**config.mk**
```make
export PLATFORM = sky130hd
export DESIGN_NAME = bit_population_enumerator
export DESIGN_NICKNAME = d
export VERILOG_FILES = /design/src/rtl/bit_population_enumerator.sv
export SDC_FILE = /design/constraint.sdc
export NUM_CORES = 1
export LEC_CHECK = 0
export BUFFER_PORTS_ARGS = -buffer_cell sky130_fd_sc_hd__clkbuf_2
export CAP_MARGIN = 15
export CORE_MARGIN = 10
export CORE_UTILIZATION = 50
export DETAILED_ROUTE_END_ITERATION = 6
export PLACE_DENSITY = 0.64
export RECOVER_POWER = 25
export SLEW_MARGIN = 20
export SYNTH_ARGS = -nofsm -noshare
export SYNTH_HDL_FRONTEND = slang
export SYNTH_SLANG_ARGS = --single-unit
export TNS_END_PERCENT = 20
```
**constraint.sdc**
```tcl
create_clock -name clk_i -period 10.1 [get_ports clk_i]
set_clock_uncertainty 0.1 [all_clocks]
set_input_delay 1.01 -clock clk_i [delete_from_list [all_inputs] [get_ports clk_i]]
set_output_delay 1.01 -clock clk_i [all_outputs]
set_load 0.01 [all_outputs]
```
**src/rtl/bit_population_enumerator.sv**
```systemverilog
// Streams every WIDTH-bit word with exactly K ones, ascending, one word per
// valid/ready handshake; next word produced by an iterative Gosper step.
module bit_population_enumerator #(
  parameter int unsigned WIDTH = 16
) (
  input  logic                   clk_i,
  input  logic                   arst_i,
  input  logic [$clog2(WIDTH):0] cnt_i,
  input  logic                   cnt_val_i,
  output logic                   cnt_ready_o,
  output logic [WIDTH-1:0]       data_o,
  output logic                   data_val_o,
  input  logic                   data_ready_i,
  output logic                   data_last_o,
  output logic                   err_o
);

  localparam int unsigned CW = $clog2(WIDTH) + 1;

  typedef enum logic {
    IDLE = 1'b0,
    RUN  = 1'b1
  } state_t;

  state_t           state_q, state_d;
  logic [WIDTH-1:0] data_q, data_d;
  logic [CW-1:0]    k_q, k_d;
  logic             last_q, last_d;
  logic             err_q, err_d;

  // K ones packed at the bottom: first word of the sequence
  function automatic logic [WIDTH-1:0] low_mask(input logic [CW-1:0] k);
    logic [WIDTH:0] one_hot;
    one_hot = (WIDTH+1)'(1) << k;
    return WIDTH'(one_hot - (WIDTH+1)'(1));
  endfunction

  // K ones packed at the top: last word of the sequence
  function automatic logic [WIDTH-1:0] top_mask(input logic [CW-1:0] k);
    logic [CW-1:0] sh;
    sh = CW'(WIDTH) - k;
    return low_mask(k) << sh;
  endfunction

  function automatic logic [CW-1:0] ctz(input logic [WIDTH-1:0] x);
    logic [CW-1:0] n;
    n = CW'(WIDTH);
    for (int i = WIDTH - 1; i >= 0; i--) begin
      if (x[i]) n = CW'(i);
    end
    return n;
  endfunction

  // Gosper step; shifting by ctz(x)+2 replaces the usual divide by lowest set bit
  function automatic logic [WIDTH-1:0] gosper_next(input logic [WIDTH-1:0] x);
    logic [WIDTH-1:0] c;
    logic [WIDTH-1:0] r;
    logic [CW:0]      sh;
    c  = x & (~x + WIDTH'(1));
    r  = x + c;
    sh = (CW+1)'(ctz(x)) + (CW+1)'(2);
    return r | ((r ^ x) >> sh);
  endfunction

  always_ff @(posedge clk_i or posedge arst_i) begin
    if (arst_i) begin
      state_q <= IDLE;
      data_q  <= '0;
      k_q     <= '0;
      last_q  <= 1'b0;
      err_q   <= 1'b0;
    end else begin
      state_q <= state_d;
      data_q  <= data_d;
      k_q     <= k_d;
      last_q  <= last_d;
      err_q   <= err_d;
    end
  end

  always_comb begin
    logic [WIDTH-1:0] nxt;
    state_d = state_q;
    data_d  = data_q;
    k_d     = k_q;
    last_d  = last_q;
    err_d   = 1'b0;
    nxt     = '0;
    unique case (state_q)
      IDLE: begin
        if (cnt_val_i) begin
          if (cnt_i > CW'(WIDTH)) begin
            err_d = 1'b1;
          end else begin
            k_d     = cnt_i;
            data_d  = low_mask(cnt_i);
            last_d  = (low_mask(cnt_i) == top_mask(cnt_i));
            state_d = RUN;
          end
        end
      end
      RUN: begin
        if (data_ready_i) begin
          if (last_q) begin
            state_d = IDLE;
            data_d  = '0;
            last_d  = 1'b0;
          end else begin
            nxt    = gosper_next(data_q);
            data_d = nxt;
            last_d = (nxt == top_mask(k_q));
          end
        end
      end
      default: state_d = IDLE;
    endcase
  end

  assign cnt_ready_o = (state_q == IDLE);
  assign data_val_o  = (state_q == RUN);
  assign data_o      = data_q;
  assign data_last_o = last_q;
  assign err_o       = err_q;

endmodule

```
==> results.sh, run 1 <==
export IMPL_critPathMostFrequentCell="ha_1"
export IMPL_clk_pin_slew_worst_paths_ns=0.07
export IMPL_crit_chain="inv_1, ha_1, ha_1, and2_1, inv_1, ha_1, clkinv_1, a211o_1, nor2_1, o21ai_0, nor3b_1, o32ai_1, a21oi_1, xor2_1, a311oi_1, nand4b_1, o41ai_2"
export IMPL_start_util_pct=51.7
export IMPL_power_density_nw_per_um2=390
export IMPL_post_drt_wl_per_cell_um=20.5
export IMPL_yosysUniqueCellTypes=90
export IMPL_dp_hpwl_mm=15.1
export IMPL_synth_edff_count=0
export IMPL_cts_max_level=1
export IMPL_grt_pass1_vias=5755
export IMPL_grt_pass1_wl_mm=30.7
export IMPL_areaGrowthSynthToFinish_pct=2.27
export IMPL_antenna_found_initial=0
export IMPL_drive_gt1_share_pct=10.2
export IMPL_slowest_stage="dfrtp_1"
export IMPL_cts_resized=0
export IMPL_wirelength_mm=19.4
export IMPL_p_leak_nw=2.14
export IMPL_core_um2=11000
export IMPL_syn_avg_cell_area_um2=6.74
export IMPL_crit_type="reg -> reg"
export IMPL_finalCritPeriodShare_pct=55.8
export IMPL_final_util_pct=52.9
export IMPL_rows=38
export IMPL_syn_inst=843
export IMPL_critical_path_top_delay_family="compound AO/OA/AOI/OAI gates"
export IMPL_numPortBuffers=28
export IMPL_dpl_cell_count=940
export IMPL_worst_pin_slew_ns=1.18
export IMPL_setup_tns_ns=0
export IMPL_yosysWarningCount=0
export IMPL_period_needed_ns=5.63
export IMPL_drt_iter0_markers=872
export IMPL_gp_congestion=0.945
export IMPL_holdWs_ns=0.502
export IMPL_clock_path_buffers=2
export IMPL_finalHoldViolCount=0
export IMPL_p_total_mw=2.26
export IMPL_dr_pass1_iters=6
export IMPL_nFillCells=1088
export IMPL_async_flop_share_pct=100
export IMPL_crit_path_end_kind="flip-flop"
export IMPL_arrival_ns=5.69
export IMPL_vias=6596
export IMPL_startpoint_type="flip-flop"
export IMPL_ant_nets=0
export IMPL_viasPerCell=6.99
export IMPL_fmax_mhz=177
export IMPL_synth_largest_area_cell="dfrtp_1"
export IMPL_syn_area_um2=5680
export IMPL_die_area_um2=16000
export IMPL_setup_viol=0
export IMPL_die_height_um=127
export IMPL_slew_viol_final=0
export IMPL_path_buf_inv=3
export IMPL_cts_made_buffers=3
export IMPL_drc_errors=0
export IMPL_rsz0062_at_grt="no"
export IMPL_ir_worst_vdd_mv=0.209
export IMPL_synth_ff_type="dfrtp_1"
export IMPL_maxCapViolations=0
export IMPL_cp_data_required_time_ns=10.15
export IMPL_post_cts_buffers=0
export IMPL_synth_area_leaders="dfrtp_1 (11%), a21oi_1 (7.0%), nand2_1 (5.4%)"
export IMPL_cts_root_buf="clkbuf_16"
export IMPL_yosysTopAreaCellShare_pct=10.6
export IMPL_hold_buffers=0
export IMPL_grt_overflow=0
export IMPL_grt_usage_pct=22.3
export IMPL_min_path_type="reg -> reg"
export IMPL_ys_seq_area_share_pct=10.6
export IMPL_ys_ff_latch=24
export IMPL_final_nets=828
export IMPL_status="finished, final reports clean"
export IMPL_antenna_diode_count=0
export IMPL_path_max_fanout=34
export IMPL_max_stage_delay_ns=0.99
export IMPL_cts_sinks=24
export IMPL_ioPinCount=29
export IMPL_ys_top_cells_by_count="nand2_1 (82), a21oi_1 (79), nor2_1 (78)"
export IMPL_max_slew_margin_pct=20.9
export IMPL_syn_num_nets=866
export IMPL_cts_tree="built"
export IMPL_clkLatencyLatePin_ns=0.26
export IMPL_synth_most_common_cell="nand2_1"
export IMPL_final_cells=944
export IMPL_chipWidth_um=127
export IMPL_grt_max_degree=35
final cells by class:
| type | instances | area, um2 | area share, % |
|---|---|---|---|
| clock inverters | 1 | 30.0 | 0.517 |
| inverters | 29 | 109 | 1.87 |
| repair buffers | 31 | 163 | 2.80 |
| well taps | 140 | 175 | 3.02 |
| clock buffers | 3 | 75.1 | 1.29 |
| multi-input cells | 716 | 4660 | 80.2 |
| flip-flops and latches | 24 | 601 | 10.3 |
metal layers:
layer	share of wire, %	routed length, um	up-vias	track usage [%]
li1	-	-	3113	-
met1	45	8800	3129	32.7
met2	44	8580	330	34.0
met3	9.2	1790	24	3.50
met4	1.1	218	0	2.75
met5	0	0	-	0
kinds of logic (layout without fill, tap and decap cells):
family / Yosys count / after routing / synth area share [%]
AOI/OAI and AO/OA: 316 / 316 / 38.7
xor gates and xnor gates: 27 / 27 / 4.16
adders and majority gates: 14 / 14 / 3.08
buffers and inverters: 103 / 64 / 7.58
DFF: 24 / 24 / 10.6
muxes: 28 / 28 / 5.24
and+or+nand+nor: 331 / 331 / 30.6
path summary, 6_finish.rpt:
check	start	endpoint	slack, ns	depth (start not counted)
max	k_q[0]$_DFFE_PP0P_	data_last_o$_DFFE_PP0P_	4.47	17
min	data_o[0]$_DFFE_PP0P_	data_o[0]$_DFFE_PP0P_	0.50	1
max reg2reg	k_q[0]$_DFFE_PP0P_	data_last_o$_DFFE_PP0P_	4.47	17
min reg2reg	data_o[0]$_DFFE_PP0P_	data_o[0]$_DFFE_PP0P_	0.50	1
max in group asynchronous	arst_i	data_o[7]$_DFFE_PP0P_	8.51	2
min in group asynchronous	arst_i	data_o[3]$_DFFE_PP0P_	0.82	2
metrics by stage:
stage | setup WS (ns) | area [um2]
after floorplan | 5.40 | 5680
after global placement | 4.77 | 5700
after detailed placement | 4.64 | 5700
after CTS | 4.62 | 5810
after global routing | 3.97 | 5810
final | 4.47 | 5810
placed cells by master, fill, tap and decap left out, drive strengths merged, types with 8 or more instances in the layout:
master,netlist,final
a22oi,9,9
nand2,82,82
xnor2,18,18
nor2,78,78
inv,26,26
a211oi,17,17
a21o,13,13
nor3,34,34
o32ai,8,8
a21oi,79,79
xor2,9,9
nor4,15,15
a221oi,10,10
o21ai,51,51
clkbuf,50,31
mux2i,17,17
and2,11,11
nand2b,14,14
a31oi,17,17
nor2b,12,12
o22ai,9,9
ha,14,14
nand3,25,25
mux2,11,11
or2,8,8
dfrtp,24,24
o21a,10,10
o211ai,17,17
o31ai,8,8
flip-flops by register name, summed over array words and instances (netlist names):
name / flops
data_o: 16
data_last_o: 1
err_o: 1
data_val_o: 1
k_q: 5
where the power goes:
group	internal (mW)	switching (mW)	leakage [nW]	total [mW]
Combinational	0.688	1.14	1.81	1.82
Sequential	0.132	0.192	0.276	0.324
Clock	0.0788	0.0348	0.0511	0.114
No activity file was read; power rests on OpenSTA's default activity.
==> inputs of run 2 (changes only) <==
- clock period: 10.1 -> 5.4 ns (I/O delays scaled with it)
==> run 2 against run 1 <==
Net effect: routed wire length grew 0.19%; utilization increased by 0.54 points; non-clock buffer count up 8; sequential cell count stayed put; total power up 89%; clock power grew 85%; first-iteration DRC count is 9.4% higher; sequential power up 64%; cell area up 1.0%; critical path depth rose by 1; hold slack lost 0.16 ns; critical endpoint unchanged.
==> results.sh, run 2 (synthesis gave the netlist of run 1 again) <==
export IMPL_status="finished, final reports clean"
export IMPL_antenna_diode_count=0
export IMPL_crit_path_end_kind="flip-flop"
export IMPL_nFillCells=1107
export IMPL_final_cells=952
export IMPL_hold_buffers=0
export IMPL_clkLatencyLatePin_ns=0.26
export IMPL_startpoint_type="flip-flop"
export IMPL_final_common_cell="nand2_1"
export IMPL_cts_resized=0
export IMPL_chipWidth_um=127
export IMPL_finalWorstSetupSlack_ns=0.767
export IMPL_max_slew_margin_pct=40.2
export IMPL_dp_hpwl_mm=15.0
export IMPL_antenna_found_initial=0
export IMPL_grt_max_degree=34
export IMPL_grt_usage_pct=22.3
export IMPL_dpl_cell_count=948
export IMPL_final_nets=836
export IMPL_cts_max_level=1
export IMPL_p_sw_mw=2.55
export IMPL_ioPinCount=29
export IMPL_multi_input_area_um2=4650
export IMPL_worst_pin_slew_ns=0.897
export IMPL_crit_chain="inv_1, ha_1, ha_1, buf_4, and2_1, inv_1, ha_1, or3b_2, a21oi_1, o21ai_0, a22o_1, o21ai_1, mux2_2, a221oi_1, xnor2_1, nor4_1, nand4b_1, o41ai_2"
export IMPL_intPower_mw=1.72
export IMPL_dr_pass1_iters=7
export IMPL_core_um2=11000
export IMPL_p_clk_share_pct=4.9
export IMPL_period_needed_ns=4.63
export IMPL_grt_pass1_wl_mm=30.7
export IMPL_areaGrowthSynthToFinish_pct=3.30
export IMPL_die_area_um2=16000
export IMPL_finalHoldViolCount=0
export IMPL_largest_register_ffs=16
export IMPL_cts_sinks=24
export IMPL_mostFrequentLayoutCells="nand2_1 (82), a21oi_1 (79), nor2_1 (78)"
export IMPL_setup_tns_ns=0
export IMPL_cts_root_buf="clkbuf_16"
export IMPL_pre_cts_ws_ns=0.750
export IMPL_drt_iter0_markers=954
export IMPL_grt_overflow=0
export IMPL_p_leak_nw=2.18
export IMPL_die_height_um=127
export IMPL_path_max_fanout=17
export IMPL_p_total_mw=4.27
export IMPL_crit_type="reg -> reg"
export IMPL_max_stage_delay_ns=0.39
export IMPL_numPortBuffers=28
export IMPL_vias=6707
export IMPL_rows=38
export IMPL_viasPerCell=7.05
export IMPL_wirelength_mm=19.4
export IMPL_drc_errors=0
export IMPL_cts_made_buffers=3
export IMPL_maxCapViolations=0
export IMPL_start_util_pct=51.7
export IMPL_post_cts_buffers=0
export IMPL_ir_worst_vdd_mv=0.417
export IMPL_regArea_um2=601
export IMPL_seq_power_share_pct=12.5
export IMPL_setup_viol=0
export IMPL_post_drt_wl_per_cell_um=20.4
export IMPL_arrival_ns=4.68
export IMPL_ant_nets=0
export IMPL_critPathMostFrequentCell="ha_1"
export IMPL_power_density_nw_per_um2=727
export IMPL_fmax_mhz=216
export IMPL_gp_congestion=1.03
export IMPL_slowest_stage="a221oi_1"
export IMPL_clk_pin_slew_worst_paths_ns=0.06
export IMPL_slew_viol_final=0
export IMPL_cts_tree="built"
export IMPL_cp_data_required_time_ns=5.45
export IMPL_final_util_pct=53.4
export IMPL_grt_pass1_vias=5877
export IMPL_sw_frac_of_total_pct=59.8
export IMPL_power_frac_comb_pct=82.6
export IMPL_rsz0062_at_grt="no"
export IMPL_finalCritPeriodShare_pct=85.8
export IMPL_min_path_type="in -> async"
export IMPL_drive_gt1_share_pct=11.1
export IMPL_clock_path_buffers=2
run 2: changes by cell type in the layout (fill, tap and decap cells not counted), sizes merged:
| cell | before | now |
|---|---|---|
| buf | 3 | 11 |
run 2: final timing paths:
path	from	endpoint	slack [ns]	cells past startpoint
max	k_q[0]$_DFFE_PP0P_	data_last_o$_DFFE_PP0P_	0.77	18
min	arst_i	data_o[10]$_DFFE_PP0P_	0.34	2
max reg2reg	k_q[0]$_DFFE_PP0P_	data_last_o$_DFFE_PP0P_	0.77	18
min reg2reg	k_q[1]$_DFFE_PP0P_	k_q[1]$_DFFE_PP0P_	0.49	2
max in group asynchronous	arst_i	k_q[4]$_DFFE_PP0P_	4.30	2
min in group clk_i	cnt_val_i	err_o$_DFF_PP0_	0.45	3
run 2: final cells by class:
type / instances / area share [%]
Multi-Input combinational cell: 716 / 79.3
Sequential cell: 24 / 10.2
Timing Repair Buffer: 39 / 3.80
Tap cell: 140 / 2.99
Inverter: 29 / 1.86
Clock buffer: 3 / 1.28
Clock inverter: 1 / 0.512
run 2: worst max-delay path: cells and delay by family, from the launching register on:
kind,cells,cell delay (ns)
buffers and inverters,3,0.66
DFF,1,0.37
xor gates and xnor gates,1,0.11
adders and majority gates,3,0.73
muxes,1,0.34
and+or+nand+nor,4,0.87
AOI/OAI and AO/OA,6,1.33
run 2: metrics by stage:
step / instance area, um2 / hold slack, ns
after floorplan: 5680 / 0.421
after global placement: 5760 / 0.470
after detailed placement: 5760 / 0.484
after CTS: 5870 / 0.382
after global routing: 5870 / 0.421
final: 5870 / 0.344
run 2: routing by layer:
metal / track usage (%) / vias to the layer above / wire length, um
met4: 6.16 / 0 / 459
met3: 4.46 / 47 / 1990
met5: 0 / - / 0
li1: - / 3145 / -
met2: 33.9 / 389 / 8530
met1: 30.9 / 3126 / 8440
run 2: power groups by stage:
stage | combinational [mW] | clock (mW) | sequential (mW)
final | 3.52 | 0.211 | 0.531
after global routing | 3.82 | 0.220 | 0.548
after CTS | 3.42 | 0.213 | 0.519
after detailed placement | 3.41 | 0 | 0.524
after global placement | 3.38 | 0 | 0.519
after floorplan | 2.75 | 0 | 0.359
==> inputs of run 3 (changes only) <==
- REMOVE_ABC_BUFFERS: default -> 1
- SETUP_SLACK_MARGIN: default -> 0.02
==> run 3 against run 2 <==
Net effect: sequential power decreased by 5.3%; worst setup slack lost 0.031 ns; register-to-register slack worse by 0.03 ns; cell area is 0.13% higher; non-clock buffer count grew 1; routed wire length fell by 0.22%; clock-buffer cell count stayed put; critical path type unchanged; highest routed layer unchanged.
==> results.sh, run 3 (synthesis gave the netlist of run 1 again) <==
export IMPL_status="finished, final reports clean"
export IMPL_areaGrowthSynthToFinish_pct=3.44
export IMPL_start_util_pct=51.7
export IMPL_cts_sinks=24
export IMPL_drc_errors=0
export IMPL_grt_usage_pct=22.3
export IMPL_final_nets=837
export IMPL_grt_overflow=0
export IMPL_drt_iter0_markers=1072
export IMPL_die_area_um2=16000
export IMPL_crit_type="reg -> reg"
export IMPL_chipWidth_um=127
export IMPL_cp_data_required_time_ns=5.45
export IMPL_dp_hpwl_mm=14.8
export IMPL_grt_pass1_vias=5792
export IMPL_post_cts_buffers=0
export IMPL_finalCritPeriodShare_pct=86.4
export IMPL_power_density_nw_per_um2=722
export IMPL_vias=6650
export IMPL_period_needed_ns=4.66
export IMPL_setup_tns_ns=0
export IMPL_cts_made_buffers=3
export IMPL_viasPerCell=6.98
export IMPL_holdWs_ns=0.343
export IMPL_crit_path_end_kind="flip-flop"
export IMPL_final_util_pct=53.5
export IMPL_fmax_mhz=214
export IMPL_clkLatencyLatePin_ns=0.26
export IMPL_rows=38
export IMPL_startpoint_type="flip-flop"
export IMPL_worst_pin_slew_ns=0.885
export IMPL_min_path_type="in -> async"
export IMPL_grt_pass1_wl_mm=30.9
export IMPL_nFillCells=1122
export IMPL_die_height_um=127
export IMPL_maxCapViolations=0
export IMPL_antenna_found_initial=0
export IMPL_final_cells=953
export IMPL_dr_pass1_iters=6
export IMPL_hold_buffers=0
export IMPL_ant_nets=0
export IMPL_cts_resized=0
export IMPL_largest_register_ffs=16
export IMPL_post_drt_wl_per_cell_um=20.3
export IMPL_numPortBuffers=28
export IMPL_setup_viol=0
export IMPL_final_common_cell="nand2_1"
export IMPL_gp_congestion=0.995
export IMPL_p_leak_nw=2.19
export IMPL_wirelength_mm=19.4
export IMPL_max_slew_margin_pct=40.9
export IMPL_clk_pin_slew_worst_paths_ns=0.07
export IMPL_grt_max_degree=34
export IMPL_ir_worst_vdd_mv=0.369
export IMPL_ioPinCount=29
export IMPL_cts_root_buf="clkbuf_16"
export IMPL_slew_viol_final=0
export IMPL_dpl_cell_count=949
export IMPL_path_max_fanout=17
export IMPL_drive_gt1_share_pct=11.2
export IMPL_mostFrequentLayoutCells="nand2_1 (82), a21oi_1 (79), nor2_1 (78)"
export IMPL_arrival_ns=4.72
export IMPL_clock_path_buffers=2
export IMPL_cts_tree="built"
export IMPL_core_um2=11000
export IMPL_antenna_diode_count=0
export IMPL_rsz0062_at_grt="no"
export IMPL_finalHoldViolCount=0
export IMPL_cts_max_level=1
run 3: path summary, 6_finish.rpt:
check	from	end	slack (ns)	cells after the start
max	k_q[0]$_DFFE_PP0P_	data_last_o$_DFFE_PP0P_	0.74	18
min	arst_i	data_o[3]$_DFFE_PP0P_	0.34	2
max reg2reg	k_q[0]$_DFFE_PP0P_	data_last_o$_DFFE_PP0P_	0.74	18
min reg2reg	k_q[1]$_DFFE_PP0P_	k_q[1]$_DFFE_PP0P_	0.48	2
max in group asynchronous	arst_i	data_o[0]$_DFFE_PP0P_	4.31	2
min in group clk_i	cnt_val_i	err_o$_DFF_PP0_	0.44	3
run 3: critical path, cell delays in order (launching register included):
cell      delay, ns
dfrtp_1        0.37
inv_1          0.34
ha_1           0.28
ha_1           0.15
buf_4          0.19
and2_1         0.20
inv_1          0.10
ha_1           0.30
or3b_2         0.22
a21oi_1        0.06
o21ai_0        0.36
a22o_1         0.24
o21ai_1        0.08
mux2_2         0.35
a221oi_1       0.36
xnor2_1        0.10
nor4_1         0.32
nand4b_1       0.18
o41ai_2        0.23
run 3: metrics by stage:
| stage | area (um2) | total power, mW | setup slack (ns) |
|---|---|---|---|
| finish | 5870 | 4.24 | 0.736 |
| global route | 5870 | 4.58 | 0.309 |
| CTS | 5870 | 4.14 | 0.811 |
| detailed placement | 5770 | 3.91 | 0.726 |
| global placement | 5770 | 3.90 | 0.919 |
| floorplan | 5360 | 2.98 | 0.739 |
run 3: layout make-up:
type	count	area, um2	area share, %
clock buffers	3	75.1	1.28
clock inverters	1	30.0	0.511
inverters	29	109	1.85
multi-input cells	716	4650	79.2
flip-flops and latches	24	601	10.2
well taps	140	175	2.98
repair buffers	40	230	3.92
run 3: per-layer routing:
layer | up-vias | part of all wire, % | GRT usage [%]
li1 | 3132 | - | -
met1 | 3157 | 46 | 32.5
met2 | 322 | 44 | 34.0
met3 | 39 | 8.3 | 3.29
met4 | 0 | 1.5 | 3.75
met5 | - | 0 | 0
run 3: power by group:
group	internal, mW	switching (mW)
Combinational	1.32	2.20
Clock	0.147	0.0640
Sequential	0.250	0.253
Total	1.72	2.52
